==> src/rtl/multi_list_pkg.sv <==
// Shared opcodes, error codes and FSM encoding for the multi-list node engine.
package multi_list_pkg;

    localparam logic [2:0] OpPushFront = 3'b000;
    localparam logic [2:0] OpPushBack  = 3'b001;
    localparam logic [2:0] OpPopFront  = 3'b010;
    localparam logic [2:0] OpDelete    = 3'b011;
    localparam logic [2:0] OpTraverse  = 3'b100;
    localparam logic [2:0] OpClear     = 3'b101;

    localparam logic [1:0] ErrOk    = 2'd0;
    localparam logic [1:0] ErrFull  = 2'd1;
    localparam logic [1:0] ErrEmpty = 2'd2;
    localparam logic [1:0] ErrKey   = 2'd3;

    typedef enum logic [2:0] {
        StInit,
        StIdle,
        StSearch,
        StFree,
        StStream,
        StPopOut,
        StClear
    } state_e;

endpackage

==> src/rtl/list_node_mem.sv <==
// Node pool storage: payload and next-pointer arrays with one write and one async read port each.
// After reset it walks every node once, chaining node i to i+1 and zeroing its payload.
module list_node_mem
    import multi_list_pkg::*;
#(
    parameter int unsigned NUM_NODES = 32,
    parameter int unsigned DATA_W    = 8,
    parameter int unsigned PTR_W     = $clog2(NUM_NODES + 1)
) (
    input  logic              clk,
    input  logic              reset_n,
    output logic              init_last,
    input  logic              data_we,
    input  logic [PTR_W-1:0]  data_waddr,
    input  logic [DATA_W-1:0] data_wdata,
    input  logic              next_we,
    input  logic [PTR_W-1:0]  next_waddr,
    input  logic [PTR_W-1:0]  next_wdata,
    input  logic [PTR_W-1:0]  rd_addr,
    output logic [DATA_W-1:0] rd_data,
    output logic [PTR_W-1:0]  rd_next
);

    // One spare slot at the NULL index keeps reads of NULL in range.
    logic [DATA_W-1:0] data_mem [NUM_NODES+1];
    logic [PTR_W-1:0]  next_mem [NUM_NODES+1];
    logic [PTR_W-1:0]  init_idx_q;
    logic              init_busy_q;

    assign init_last = init_busy_q && (init_idx_q == PTR_W'(NUM_NODES - 1));

    always_ff @(posedge clk or negedge reset_n) begin
        if (!reset_n) begin
            init_idx_q  <= '0;
            init_busy_q <= 1'b1;
        end else if (init_busy_q) begin
            init_idx_q <= init_idx_q + 1'b1;
            if (init_last) begin
                init_busy_q <= 1'b0;
            end
        end
    end

    always_ff @(posedge clk) begin
        if (init_busy_q) begin
            data_mem[init_idx_q] <= '0;
            next_mem[init_idx_q] <= init_idx_q + 1'b1;
        end else begin
            if (data_we) begin
                data_mem[data_waddr] <= data_wdata;
            end
            if (next_we) begin
                next_mem[next_waddr] <= next_wdata;
            end
        end
    end

    assign rd_data = data_mem[rd_addr];
    assign rd_next = next_mem[rd_addr];

endmodule

==> src/rtl/multi_list_engine.sv <==
// NUM_LISTS singly-linked lists sharing one node pool and free list, driven by a valid/ready
// command port and emitting pop/traverse payloads on a back-pressured output stream.
module multi_list_engine
    import multi_list_pkg::*;
#(
    parameter int unsigned NUM_NODES = 32,
    parameter int unsigned DATA_W    = 8,
    parameter int unsigned NUM_LISTS = 4,
    parameter int unsigned PTR_W     = $clog2(NUM_NODES + 1),
    parameter int unsigned LIST_W    = (NUM_LISTS > 1) ? $clog2(NUM_LISTS) : 1
) (
    input  logic              clk,
    input  logic              reset_n,
    input  logic              cmd_valid,
    output logic              cmd_ready,
    input  logic [2:0]        cmd_op,
    input  logic [LIST_W-1:0] cmd_list,
    input  logic [DATA_W-1:0] cmd_data,
    output logic              out_valid,
    input  logic              out_ready,
    output logic [DATA_W-1:0] out_data,
    output logic              out_last,
    output logic              done,
    output logic [1:0]        err,
    output logic [PTR_W-1:0]  free_count
);

    localparam logic [PTR_W-1:0] NullPtr = PTR_W'(NUM_NODES);
    localparam logic [PTR_W-1:0] OnePtr  = PTR_W'(1);

    state_e            state_q, state_d;
    logic [PTR_W-1:0]  head_q [NUM_LISTS];
    logic [PTR_W-1:0]  head_d [NUM_LISTS];
    logic [PTR_W-1:0]  tail_q [NUM_LISTS];
    logic [PTR_W-1:0]  tail_d [NUM_LISTS];
    logic [PTR_W-1:0]  count_q [NUM_LISTS];
    logic [PTR_W-1:0]  count_d [NUM_LISTS];
    logic [PTR_W-1:0]  free_head_q, free_head_d, free_count_q, free_count_d;
    logic [PTR_W-1:0]  cur_q, cur_d, prev_q, prev_d;
    logic [LIST_W-1:0] sel_q, sel_d;
    logic [DATA_W-1:0] key_q, key_d, out_data_q, out_data_d;
    logic              out_valid_q, out_valid_d, out_last_q, out_last_d, done_q, done_d;
    logic [1:0]        err_q, err_d;

    logic              init_last, data_we, next_we;
    logic [PTR_W-1:0]  data_waddr, next_waddr, next_wdata, rd_addr, rd_next;
    logic [DATA_W-1:0] data_wdata, rd_data;

    logic              accept, list_ok, is_push, cur_is_tail, key_hit;
    logic [PTR_W-1:0]  cmd_head, cmd_tail, cmd_cnt, sel_cnt;
    logic [1:0]        cmd_err;

    list_node_mem #(
        .NUM_NODES (NUM_NODES),
        .DATA_W    (DATA_W),
        .PTR_W     (PTR_W)
    ) u_mem (
        .clk        (clk),
        .reset_n    (reset_n),
        .init_last  (init_last),
        .data_we    (data_we),
        .data_waddr (data_waddr),
        .data_wdata (data_wdata),
        .next_we    (next_we),
        .next_waddr (next_waddr),
        .next_wdata (next_wdata),
        .rd_addr    (rd_addr),
        .rd_data    (rd_data),
        .rd_next    (rd_next)
    );

    assign accept      = cmd_valid && cmd_ready;
    assign list_ok     = 32'(cmd_list) < NUM_LISTS;
    assign is_push     = (cmd_op == OpPushFront) || (cmd_op == OpPushBack);
    assign cmd_head    = head_q[cmd_list];
    assign cmd_tail    = tail_q[cmd_list];
    assign cmd_cnt     = count_q[cmd_list];
    assign sel_cnt     = count_q[sel_q];
    assign cur_is_tail = (cur_q == tail_q[sel_q]);
    assign key_hit     = (rd_data == key_q);

    always_comb begin
        if (!list_ok || (cmd_op > OpClear)) begin
            cmd_err = ErrKey;
        end else if (is_push) begin
            cmd_err = (free_count_q == '0) ? ErrFull : ErrOk;
        end else begin
            cmd_err = (cmd_cnt == '0) ? ErrEmpty : ErrOk;
        end
    end

    always_ff @(posedge clk or negedge reset_n) begin
        if (!reset_n) begin
            state_q <= StInit;
        end else begin
            state_q <= state_d;
        end
    end

    always_comb begin
        state_d = state_q;
        case (state_q)
            StInit:   if (init_last) state_d = StIdle;
            StIdle: begin
                if (accept && (cmd_err == ErrOk)) begin
                    case (cmd_op)
                        OpPopFront: state_d = StPopOut;
                        OpDelete:   state_d = StSearch;
                        OpTraverse: state_d = StStream;
                        OpClear:    state_d = StClear;
                        default:    state_d = StIdle;
                    endcase
                end
            end
            StSearch: begin
                if (key_hit) begin
                    state_d = StFree;
                end else if (cur_is_tail) begin
                    state_d = StIdle;
                end
            end
            StFree:   state_d = StIdle;
            StStream: if (out_valid_q && out_ready && out_last_q) state_d = StIdle;
            StPopOut: if (out_ready) state_d = StIdle;
            StClear:  if (cur_is_tail) state_d = StIdle;
            default:  state_d = StInit;
        endcase
    end

    always_comb begin
        cmd_ready = (state_q == StIdle);
        rd_addr   = cur_q;
        if (state_q == StIdle) begin
            rd_addr = is_push ? free_head_q : cmd_head;
        end
    end

    assign out_valid  = out_valid_q;
    assign out_data   = out_data_q;
    assign out_last   = out_last_q;
    assign done       = done_q;
    assign err        = err_q;
    assign free_count = free_count_q;

    // The tail's next pointer is never trusted: walks stop on tail, so pushes need one next write.
    always_comb begin
        head_d       = head_q;
        tail_d       = tail_q;
        count_d      = count_q;
        free_head_d  = free_head_q;
        free_count_d = free_count_q;
        cur_d        = cur_q;
        prev_d       = prev_q;
        sel_d        = sel_q;
        key_d        = key_q;
        out_valid_d  = out_valid_q;
        out_data_d   = out_data_q;
        out_last_d   = out_last_q;
        done_d       = 1'b0;
        err_d        = ErrOk;
        data_we      = 1'b0;
        data_waddr   = free_head_q;
        data_wdata   = cmd_data;
        next_we      = 1'b0;
        next_waddr   = cur_q;
        next_wdata   = free_head_q;

        case (state_q)
            StInit: begin
                if (init_last) begin
                    free_head_d  = '0;
                    free_count_d = PTR_W'(NUM_NODES);
                end
            end
            StIdle: begin
                if (accept) begin
                    sel_d = cmd_list;
                    if (cmd_err != ErrOk) begin
                        done_d = 1'b1;
                        err_d  = cmd_err;
                    end else if (is_push) begin
                        data_we      = 1'b1;
                        free_head_d  = rd_next;
                        free_count_d = free_count_q - 1'b1;
                        count_d[cmd_list] = cmd_cnt + 1'b1;
                        done_d       = 1'b1;
                        if (cmd_op == OpPushFront) begin
                            next_we    = 1'b1;
                            next_waddr = free_head_q;
                            next_wdata = cmd_head;
                            head_d[cmd_list] = free_head_q;
                            if (cmd_cnt == '0) tail_d[cmd_list] = free_head_q;
                        end else begin
                            if (cmd_cnt == '0) begin
                                head_d[cmd_list] = free_head_q;
                            end else begin
                                next_we    = 1'b1;
                                next_waddr = cmd_tail;
                                next_wdata = free_head_q;
                            end
                            tail_d[cmd_list] = free_head_q;
                        end
                    end else begin
                        cur_d  = cmd_head;
                        prev_d = NullPtr;
                        key_d  = cmd_data;
                        if (cmd_op == OpPopFront) begin
                            out_valid_d = 1'b1;
                            out_data_d  = rd_data;
                            out_last_d  = 1'b1;
                        end
                    end
                end
            end
            StSearch: begin
                if (key_hit) begin
                    count_d[sel_q] = sel_cnt - 1'b1;
                    if (prev_q == NullPtr) begin
                        head_d[sel_q] = (sel_cnt == OnePtr) ? NullPtr : rd_next;
                    end else begin
                        next_we    = 1'b1;
                        next_waddr = prev_q;
                        next_wdata = rd_next;
                    end
                    if (cur_is_tail) tail_d[sel_q] = prev_q;
                end else if (cur_is_tail) begin
                    done_d = 1'b1;
                    err_d  = ErrKey;
                end else begin
                    prev_d = cur_q;
                    cur_d  = rd_next;
                end
            end
            StFree: begin
                next_we      = 1'b1;
                free_head_d  = cur_q;
                free_count_d = free_count_q + 1'b1;
                done_d       = 1'b1;
            end
            StStream: begin
                if (!out_valid_q || out_ready) begin
                    if (out_valid_q && out_last_q) begin
                        out_valid_d = 1'b0;
                        out_last_d  = 1'b0;
                        done_d      = 1'b1;
                    end else begin
                        out_valid_d = 1'b1;
                        out_data_d  = rd_data;
                        out_last_d  = cur_is_tail;
                        cur_d       = rd_next;
                    end
                end
            end
            StPopOut: begin
                if (out_ready) begin
                    out_valid_d    = 1'b0;
                    out_last_d     = 1'b0;
                    next_we        = 1'b1;
                    free_head_d    = cur_q;
                    free_count_d   = free_count_q + 1'b1;
                    count_d[sel_q] = sel_cnt - 1'b1;
                    head_d[sel_q]  = (sel_cnt == OnePtr) ? NullPtr : rd_next;
                    if (sel_cnt == OnePtr) tail_d[sel_q] = NullPtr;
                    done_d         = 1'b1;
                end
            end
            StClear: begin
                next_we      = 1'b1;
                free_head_d  = cur_q;
                free_count_d = free_count_q + 1'b1;
                if (cur_is_tail) begin
                    head_d[sel_q]  = NullPtr;
                    tail_d[sel_q]  = NullPtr;
                    count_d[sel_q] = '0;
                    done_d         = 1'b1;
                end else begin
                    cur_d = rd_next;
                end
            end
            default: ;
        endcase
    end

    always_ff @(posedge clk or negedge reset_n) begin
        if (!reset_n) begin
            for (int unsigned i = 0; i < NUM_LISTS; i++) begin
                head_q[i]  <= NullPtr;
                tail_q[i]  <= NullPtr;
                count_q[i] <= '0;
            end
            free_head_q  <= '0;
            free_count_q <= '0;
            cur_q        <= NullPtr;
            prev_q       <= NullPtr;
            sel_q        <= '0;
            key_q        <= '0;
            out_valid_q  <= 1'b0;
            out_data_q   <= '0;
            out_last_q   <= 1'b0;
            done_q       <= 1'b0;
            err_q        <= ErrOk;
        end else begin
            head_q       <= head_d;
            tail_q       <= tail_d;
            count_q      <= count_d;
            free_head_q  <= free_head_d;
            free_count_q <= free_count_d;
            cur_q        <= cur_d;
            prev_q       <= prev_d;
            sel_q        <= sel_d;
            key_q        <= key_d;
            out_valid_q  <= out_valid_d;
            out_data_q   <= out_data_d;
            out_last_q   <= out_last_d;
            done_q       <= done_d;
            err_q        <= err_d;
        end
    end

endmodule
==> config.mk <==
export PLATFORM = sky130hd
export DESIGN_NAME = multi_list_engine
export DESIGN_NICKNAME = d
export VERILOG_FILES = /design/src/rtl/multi_list_pkg.sv /design/src/rtl/list_node_mem.sv /design/src/rtl/multi_list_engine.sv
export SDC_FILE = /design/constraint.sdc
export NUM_CORES = 1
export LEC_CHECK = 0
export ABC_AREA = 1
export CORE_MARGIN = 10
export CORE_UTILIZATION = 32
export CTS_BUF_LIST = sky130_fd_sc_hd__clkbuf_16
export DETAILED_ROUTE_END_ITERATION = 10
export GPL_ROUTABILITY_DRIVEN = 0
export SLEW_MARGIN = 20
export SYNTH_ARGS = -nofsm -noshare
export SYNTH_HDL_FRONTEND = slang
export SYNTH_SLANG_ARGS = --single-unit
==> constraint.sdc <==
create_clock -name clk -period 5.1 [get_ports clk]
set_clock_uncertainty 0.15 [all_clocks]
set_input_delay 0.51 -clock clk [delete_from_list [all_inputs] [get_ports clk]]
set_output_delay 0.51 -clock clk [all_outputs]
set_load 0.01 [all_outputs]
-- Yosys cells after proc, flatten, opt, wreduce, memory -nomap -nowiden
Memories as Yosys holds them, arrays and structs flattened.
Cells that the tools add are included.
- register bits: 129
- latch bits: 0
- bits in writable memories: 462
- ROM bits: 0
- input bits: 17
- output and inout bits: 20
- word-level logic and storage cells: 290
- memories kept: 2
- memory list (name ; depth ; bits a word ; rd ports ; clocked after memory_dff ; wr ports ; RTL line ; source):
    u_mem.data_mem ; 33 ; 8 ; 1 ; 0 ; 1 ; list_node_mem.sv:25 ; logic [DATA_W-1:0] data_mem [NUM_NODES+1];
    u_mem.next_mem ; 33 ; 6 ; 1 ; 0 ; 1 ; list_node_mem.sv:26 ; logic [PTR_W-1:0] next_mem [NUM_NODES+1];
- add/sub/neg operators: 5
- $mul: 0
- divide/modulo/power cells: 0
- magnitude comparators: 5
- equality and inequality tests: 36
- shift-type cells: 0
- mux-type cells: 168
- bitwise gates (word level): 11
- reduce and logical (&&, ||, !) cells: 37
- operators with widths (cell ; number):
    $mux 24 ; 25
    $mux 6 ; 53
    $pmux 24 s4 ; 3
    $bwmux 24 ; 6
    $pmux 6 s4 ; 3
    $bmux 6 s2 ; 5
    $mux 8 ; 7
    $and 20x20->20 ; 2
    $mux 1 ; 40
    $pmux 6 s2 ; 3
    $ne 2x2->1 const B ; 14
    $reduce_and 7->1 ; 4
    $and 24x24->24 ; 1
    $demux 6 s2 ; 2
    $not 24->24 ; 1
    $pmux 3 s7 ; 1
    $not 20->20 ; 1
    $add 6x1->6 const B ; 3
    $mux 3 ; 6
    $pmux 8 s2 ; 1
    $eq 3x3->1 const B ; 5
    $mux 2 ; 7
    $eq 3x2->1 const B ; 4
    $logic_not 6->1 ; 2
    other kinds (37) ; 63

-- Depth between registers and ports, before layout
Gate-level depths: netlist of run 1.
- depth after elaboration: 17
- mapped depth: 33
- gate-level depth less buffers: 30

-- By module
From an unflattened synthesis of run 1, not the netlist that was laid out.
- cells, all modules: 3112
- area, all modules: 28755.1 um2
- modules (own cells, without submodules) (module ; instances ; cells an instance ; area each (um2) ; sequential area each (um2)):
    list_node_mem ; 1 ; 1749 ; 19732.7 ; 14049.7
    multi_list_engine ; 1 ; 1363 ; 9022.4 ; 3065.4

-- Worst setup path after synthesis of run 1
OpenSTA, ideal clock, no wires.
- path kind: input-to-reg
- from: input cmd_list[0]
- to: memory u_mem.next_mem[0][2] (netlist name), data pin
- setup time: 404 ps
- arrival: 4010 ps
- required time: 4546 ps
- path slack: 536 ps
- cell stages on the path: 24
- buffers on the path: 5
- cells stage by stage: buf_4 -> nor2_4 -> inv_2 -> buf_2 -> o22ai_1 -> nor2_1 -> nor2_1 -> nor3_2 -> inv_2 -> buf_2 -> nand3_1 -> nand3_1 -> nand3_1 -> nand2_1 -> nand2_1 -> nand2_1 -> nand2_1 -> nor2_4 -> nand3_2 -> a21oi_4 -> buf_6 -> buf_2 -> nor2_1 -> a31oi_1
- longest elaborated chain between the ends: 17
- elaborated cells on any way between the ends: 36
- those cells by class: 1 x eq/ne; 29 x mux; 1 x bitwise; 3 x reduce/logical; 2 x memory
- ends and longest elaborated chain (item ; RTL line ; source):
    start, declared ; multi_list_engine.sv:17 ; input logic [LIST_W-1:0] cmd_list,
    $not 2->3 (not written as such) * ; multi_list_engine.sv:75, multi_list_engine.sv:77 ;
    parallel branches: the longest is 15 deep, another holds $mem_v2 33x8 ; n/a ;
    $mux 6 (no line) * ; n/a ;
    end, declared ; list_node_mem.sv:26 ;
Every way passes the cells marked *. The select of a mux whose other input is x is not followed.

-- Final worst setup path of run 1
- from: register state_q[2]
- to: memory u_mem.next_mem[3][3] (netlist name), enable pin
- longest elaborated chain between the ends: 11
- elaborated cells on any way between the ends: 22
- those cells by class: 6 x eq/ne; 12 x mux; 3 x reduce/logical; 1 x memory
- ends and longest elaborated chain (item ; RTL line ; source):
    start, declared ; multi_list_engine.sv:31 ; state_e state_q, state_d;
    start signal, assigned ; multi_list_engine.sv:94 ; state_q <= StInit;
    start signal, assigned ; multi_list_engine.sv:96 ; state_q <= state_d;
    $eq 3x1->1 ; multi_list_engine.sv:131, multi_list_engine.sv:133, multi_list_engine.sv:168 ;
    $mux 6 ; multi_list_engine.sv:133 ; if (state_q == StIdle) begin
    $mem_v2 33x8 ; n/a ;
    $eq 8x8->1 ; multi_list_engine.sv:80 ; assign key_hit = (rd_data == key_q);
    $mux 1 ; multi_list_engine.sv:216 ; if (key_hit) begin
    $pmux 1 s4 ; multi_list_engine.sv:168 ; case (state_q)
    $mux 1 ; list_node_mem.sv:52 ; if (next_we) begin
    $mux 1 ; list_node_mem.sv:45 ; if (init_busy_q) begin
    $mux 1 (not written as such) ; list_node_mem.sv:53 ; next_mem[next_waddr] <= next_wdata;
    $reduce_or 6->1 (no line) ; n/a ;
    $mux 6 (no line) / $mux 1 (equally long branches) ; n/a ;
Several ways; a longest one is shown, not always the timed one.

==> results of run 1 <==
[critical path, delay by kind of cell (launching register included)]
family                 cells  cell delay (ns)
and+or+nand+nor           17             2.35
DFF                        1             0.46
buffers and inverters      5             1.02
AOI/OAI and AO/OA          2             0.52
[worst max-delay path by stage]
stage	endpoint	slack, ns
final	u_mem.next_mem[3][3]	0.28
after global routing	u_mem.next_mem[3][4]	-0.04
after CTS	u_mem.next_mem[2][3]	0.29
after detailed placement	u_mem.next_mem[2][0]	-0.28
after global placement	u_mem.next_mem[2][0]	-0.26
after floorplan	u_mem.next_mem[0][2]	0.54
[placed cells by master (no fill, tap or decap), types with 23 or more instances in the layout]
cell,Yosys,layout
nand2_1,500,498
edfxtp_1,462,462
nand3_1,344,338
nor2_1,275,267
buf_4,13,252
o21ai_0,202,202
inv_1,183,201
dfrtp_1,118,118
nand4_1,90,90
o22ai_1,61,61
clkbuf_16,0,60
o211ai_1,48,48
a21oi_1,39,38
o21ai_1,37,37
clkdlybuf4s50_1,0,35
buf_12,0,32
o221ai_1,27,27
o21bai_1,25,25
o311ai_0,24,24
o32ai_1,23,23
[metal layers]
layer,GRT usage [%],up-vias,part of all wire [%]
met3,3.10,149,8.4
met5,0,-,0.015
met1,24.1,11156,43
li1,-,10615,-
met2,27.1,1036,46
met4,5.12,2,2.6
[final cells by class]
class / count / area, um^2 / share of cell area (%)
Sequential cell: 591 / 17100 / 50.3
Timing Repair Buffer: 321 / 2900 / 8.54
Clock inverter: 54 / 457 / 1.34
Tap cell: 1155 / 1450 / 4.25
Multi-Input combinational cell: 1869 / 9800 / 28.8
Clock buffer: 60 / 1500 / 4.42
Inverter: 207 / 779 / 2.29
[metrics by stage]
stage / total power (W) / setup WS, ns / cells / hold slack [ns] / util [%]
after floorplan: 0.0127 / 0.536 / 2834 / 0.0644 / -
after global placement: 0.0173 / -0.259 / 4142 / 0.303 / 36.7
after detailed placement: 0.0174 / -0.282 / 4142 / 0.310 / 36.7
after CTS: 0.0218 / 0.288 / 4257 / 0.193 / 39.0
after global routing: 0.0232 / -0.0370 / 4257 / 0.228 / 39.0
final: 0.0218 / 0.282 / 4257 / 0.214 / 39.0
[power groups by stage]
| stage | logic, W | registers [W] | clock network (W) |
|---|---|---|---|
| 6_report | 0.0114 | 0.00609 | 0.00440 |
| 2_1_floorplan | 0.00656 | 0.00609 | 0 |
| 5_1_grt | 0.0124 | 0.00613 | 0.00469 |
| 4_1_cts | 0.0112 | 0.00608 | 0.00448 |
| 3_5_place_dp | 0.0112 | 0.00617 | 0 |
| 3_3_place_gp | 0.0112 | 0.00617 | 0 |
[cells in the mapped netlist, drive strengths merged (24+ instances only)]
master and n:
o211ai 48, nand3 349, a21oi 45, clkbuf 89, o21ai 243, nor2 289
o221ai 28, o311ai 24, nand2 512, dfrtp 118, o22ai 61, edfxtp 462
buf 78, inv 199, nand4 90, o21bai 25
[timing repair]
| action | 4_1_cts | 5_1_grt |
|---|---|---|
| hold endpoints to repair | 37 | 0 |
| endpoints found under the setup margin | 0 | 143 |
| hold buffers | 1 | 0 |
| gates resized for setup | 0 | 10 |
[kinds of logic after synthesis]
logic type / share of synthesized area, %
xor+xnor: 0.681
flops: 60.5
buf+inv: 5.52
fa+ha+maj: 0.469
compound gates: 12.7
simple gates: 20.1
==> metrics.md, run 1 <==
| Metric | Value |
|---|---|
| R2R depth | `24` |
| Setup TNS | `0 ns` |
| Post-CTS Setup Inserts | `0` |
| Synth Register Bits | `591` |
| Finish-stage setup viols | `0` |
| Area growth syn-to-layout | `20.2%` |
| Yosys Warn Count | `0` |
| Combinational share of power | `52.0%` |
| Total die area | `101,000 um^2` |
| Drt drc | `0` |
| Vias in the first global route | `between 20,000 and 25,000` |
| Synth cell types | `58` |
| Clock Root Buffer | `clkbuf_16` |
| Lkg Pwr | `12.8 nW` |
| Row count | `108` |
| Overall overflow remaining after global route | `0` |
| I/O pin cnt | `37` |
| WL per Instance | `20.8 um` |
| Top post-synthesis cells by area | `edfxtp_1 49%, dfrtp_1 10%, nand2_1 6.6%` |
| Final ANT Viol Nets | `0` |
| Clk network pwr share | `20.2%` |
| CTS buffer count | `60` |
| Worst min path class | `primary input to asynchronous set/reset pin` |
| Max cap viols | `0` |
| Reg-to-Reg End | `u_mem.next_mem[3][3]` |
| Final hold violation count | `0` |
| Gr usage total | `17.2%` |
| Area leader, netlist | `edfxtp_1` |
| CP max-delay cell | `dfrtp_1` |
| Arrival @ worst endpoint | `5.03 ns` |
| Post-synthesis sequential area ratio | `between 60 and 70%` |
| Pwr dens | `643 nW/um^2` |
| Fin. max-slew vios | `0` |
| Deepest clock path buffer count | `3` |
| Diodes inserted | `0` |
| Clk sinks | `591` |
| Syn_nets | `between 2,000 and 3,000` |
| Routed wire length | `88,700 um` |
| Async set-reset flop share out of synthesis | `21.8%` |
| DIE HEIGHT | `around 320 um` |
| CTS HTree Levels | `2` |
| Vias per inst | `5.39` |
| Worst slew pin tran | `1.04 ns` |
| Nets | `between 3,000 and 4,000` |
| Port bufs | `36` |
| Post-DP Area | `32,000 um^2` |
| Via Count | `22,958` |
| Rel. slew slack | `30.1%` |
| Critical Path Sink Type | `register` |
| Syn Area/Cell | `between 9 and 10 um^2` |
| Switching share of power | `43.9%` |
| Run status | `completed` |
| Worst vdd ir | `0.392 mV` |
| Design area | `~34,000 um^2` |
| TritonCTS clock tree | `done` |
| Reg2reg start | `state_q[2]` |
| Share of cells above drive strength 1 | `15.7%` |
| Critical path startpoint category | `register` |
| Crit path max fanout | `18` |
| DP Wirelength | `approximately 59,000 um` |
| Reg power frac | `around 28%` |
| DR pass1 iterations | `5` |
| Yosys top cell area share | `49.1%` |
| Post-layout minimum cycle time | `4.82 ns` |
| Max Clock Freq | `roughly 0.21 GHz` |
| Worst Setup SP | `state_q[2]` |
| Die X | `317 um` |
| Largest net degree at the start of global routing | `97` |
| CORE AREA | `87,200 um^2` |
| Max incr delay on CP | `about 0.46 ns` |
| Critical path class | `register to register` |
| Initial drt markers | `~2,400` |
| R2R setup slack | `0.28 ns` |
| Post-synth top flop | `edfxtp_1` |
| Mapped Cells | `about 2,800` |
| Mapped cell area | `28,300 um^2` |
| EDFF count, synth | `462` |
| Initial Util | `32.4%` |
| Most common cell on crit path | `nand2_1` |
| CTS clk-pin slew, worst paths | `around 0.06 ns` |
| First-pass GRT wire length | `135,000 um` |
| P_sw | `0.00959 W` |
| Fillers | `8,538` |
| Final critical-path share of the clock period | `a little over nine tenths` |
| Pint | `0.0123 W` |
| Initial antenna violation count | `1` |
| Req. time, crit path | `5.31 ns` |
| CP Cell Sequence | `inv_1 > nand2_8 > nor2_8 > buf_4 > nand2_1 > nand3b_4 > clkinv_1 > buf_4 > nand3_1 > nand3_1 > nand3_1 > nand3_1 > nand2_1 > nand2_1 > nand2_1 > nand2_1 > nor2_4 > nand3_2 > a21oi_4 > nand2_1 > o21ai_1 > nand3_2 > nor2_1 > buf_4` |
| Worst-Skew Late Latency | `0.66 ns` |
Note: power is estimated with default switching activity, not from simulation.
==> inputs of run 2 (changes only) <==
--- a/config.mk
+++ b/config.mk
@@ -15,3 +15,4 @@
 export SYNTH_ARGS = -nofsm -noshare
 export SYNTH_HDL_FRONTEND = slang
 export SYNTH_SLANG_ARGS = --single-unit
+export TNS_END_PERCENT = 1
==> constraint.sdc (replaced) <==
create_clock -name clk -period 5.1 [get_ports clk]
set_clock_uncertainty 0.15 [all_clocks]
set_input_delay 1.02 -clock clk [delete_from_list [all_inputs] [get_ports clk]]
set_output_delay 1.02 -clock clk [all_outputs]
set_load 0.01 [all_outputs]
==> metrics.md, run 2 (same netlist as run 1, synthesis figures left out) <==
| Metric | Value |
|---|---|
| Share of cells above drive strength 1 | `19.6% (+4.0 points)` |
| CTS buffer count | `61 (+1.7%)` |
| Most common cell on crit path | `nand2_1` |
| Total power | `0.0230 W (+5.4%)` |
| Area growth syn-to-layout | `24.3%` |
| GR Util met3 | `3.01% (-0.091 points)` |
| GRT met1 Usage | `24.6% (+0.52 points)` |
| Worst vdd ir | `0.386 mV (-1.7%)` |
| GRT busiest layer | `met2` |
| Gr usage total | `17.3% (+0.10 points)` |
| Crit path max fanout | `21 (+3)` |
| Drt drc | `0 (unchanged)` |
| P_sw | `0.0101 W (+5.2%)` |
| Combinational share of power | `53.6% (+1.6 points)` |
| Clock Root Buffer | `clkbuf_16` |
| Routed wire length | `91,000 um (+2.6%)` |
| Clk network pwr share | `19.9% (-0.3 points)` |
| Finish-stage setup viols | `0 (unchanged)` |
| Initial antenna violation count | `0 (-1)` |
| Nets | `3,145 (+2.2%)` |
| Diodes inserted | `0 (unchanged)` |
| CTS clk-pin slew, worst paths | `0.06 ns (about the same)` |
| Most common cell after layout, fill and taps aside | `nand2_1` |
| Run status | `completed` |
| Multi-input logic area | `10,200 um^2 (+3.8%)` |
| Total die area | `101,000 um^2 (unchanged)` |
| Worst Setup SP | `cmd_list[0]` |
| Port bufs | `36 (unchanged)` |
| Vias in the first global route | `21,944 (+0.37%)` |
| Initial Util | `32.4% (unchanged)` |
| Fin. max-slew vios | `0 (unchanged)` |
| Switching share of power | `43.8% (-0.067 points)` |
| First-pass GRT wire length | `136,000 um (+0.72%)` |
| Critical path startpoint category | `primary input` |
| Rel. slew slack | `39.8% (+9.7 points)` |
| Met2 usage | `26.9% (-0.20 points)` |
| Vias per inst | `5.38 (-0.16%)` |
| Max cap viols | `0 (unchanged)` |
| TritonCTS clock tree | `done` |
| Largest net degree at the start of global routing | `84 (-13%)` |
| Setup TNS | `0 ns (unchanged)` |
| Die X | `317 um (unchanged)` |
| Row count | `108 (unchanged)` |
| Max Clock Freq | `0.199 GHz (-4.2%)` |
| DR pass1 iterations | `7 (+2)` |
| Reg power frac | `26.5% (-1.4 points)` |
| Commonest cells after routing, fill and taps aside | `485 x nand2_1, 462 x edfxtp_1, 309 x nand3_1, 305 x buf_4, 255 x nor2_1` |
| CP max-delay cell | `clkdlybuf4s50_1` |
| Critical path class | `primary input to register` |
| Worst min path class | `primary input to asynchronous set/reset pin` |
| Reg2reg start | `state_q[2]` |
| Pint | `0.0129 W (+5.5%)` |
| Seq. cell area | `17,100 um^2 (unchanged)` |
| Final hold violation count | `0 (unchanged)` |
| R2R setup slack | `0.45 ns (+0.17 ns)` |
| Critical Path Sink | `u_mem.next_mem[10][2]` |
| Arrival @ worst endpoint | `5.22 ns (+0.19 ns)` |
| Post-layout minimum cycle time | `5.03 ns (+0.211 ns)` |
| Overall overflow remaining after global route | `0 (unchanged)` |
| Worst-Skew Late Latency | `0.66 ns (about the same)` |
| Post-DP Area | `32,300 um^2 (+1.1%)` |
| DP Wirelength | `60,300 um (+1.6%)` |
| Clk sinks | `591 (unchanged)` |
| Final Hold Slack | `0.211 ns (-0.00223 ns)` |
| Reg-to-Reg End | `u_mem.next_mem[10][2]` |
| RSZ-0062 raised after global routing | `yes` |
| CTS HTree Levels | `2 (unchanged)` |
| Util after Layout | `40.3% (+1.3 points)` |
| Req. time, crit path | `5.30 ns (about the same)` |
| Design area | `35,100 um^2 (+3.3%)` |
| Initial drt markers | `2,855 (+17%)` |
| Final ANT Viol Nets | `0 (unchanged)` |
| Fillers | `8,316 (-2.6%)` |
| R2R depth | `27 (+13%)` |
| Critical Path Sink Type | `register` |
| CORE AREA | `87,200 um^2 (unchanged)` |
| Via Count | `23,288 (+1.4%)` |
| Deepest clock path buffer count | `3 (unchanged)` |
| Lkg Pwr | `13.3 nW (+3.8%)` |
| Final critical-path share of the clock period | `98.6% (+4.1 points)` |
| DIE HEIGHT | `317 um (unchanged)` |
| Worst slew pin tran | `0.901 ns (-0.138 ns)` |
| Pwr dens | `656 nW/um^2 (+2.0%)` |
| Max incr delay on CP | `0.40 ns (-0.06 ns)` |
| Hold buffer count at cts | `0 (-1)` |
| I/O pin cnt | `37 (unchanged)` |
| WL per Instance | `21.0 um (+0.98%)` |
run 2: final cells by class:
type	instances	share of cell area [%]
clock buffers	61	4.35
clock inverters	54	1.53
inverters	207	2.26
multi-input cells	1869	28.9
flip-flops and latches	591	48.7
well taps	1155	4.11
repair buffers	388	10.1
run 2: worst min path at each step:
stage | slack (ns) | to | cells after the start | start
global route | 0.23 | asynchronous set/reset pin | 1 | reset_n
floorplan | 0.31 | register | 2 | register
CTS | 0.23 | asynchronous set/reset pin | 1 | reset_n
detailed placement | 0.32 | out_data[3] | 2 | out_data[3]
global placement | 0.32 | out_data[1] | 2 | out_data[1]
finish | 0.21 | asynchronous set/reset pin | 1 | reset_n
run 2: critical path, delay by kind of cell:
| kind | cells | cell delay [ns] |
|---|---|---|
| simple gates | 21 | 2.31 |
| buf+inv | 7 | 1.42 |
| compound gates | 2 | 0.44 |
run 2: power by group through the flow:
stage	combinational, W	sequential [W]	clock [W]
floorplan	0.00656	0.00609	0
global placement	0.0114	0.00618	0
detailed placement	0.0114	0.00618	0
CTS	0.0115	0.00609	0.00464
global route	0.0134	0.00614	0.00484
finish	0.0123	0.00609	0.00459
run 2: per-stage QoR:
stage | worst slack [ns] | std cells
floorplan | 0.0261 | 2834
global placement | -0.854 | 4191
detailed placement | -0.837 | 4191
CTS | -0.0361 | 4308
global route | -0.113 | 4325
finish | 0.0712 | 4325
run 2: timing repair:
item / CTS / global route
pin swaps: 1 / 15
gates resized for setup: 6 / 105
gates cloned: 0 / 7
endpoints found under the setup margin: 156 / 448
setup buffers: 2 / 10
run 2: routing by layer:
layer | part of all wire (%) | wire (um)
met1 | 44 | 39600
met2 | 45 | 40900
met3 | 8.9 | 8070
met4 | 2.6 | 2370
met5 | 0 | 0
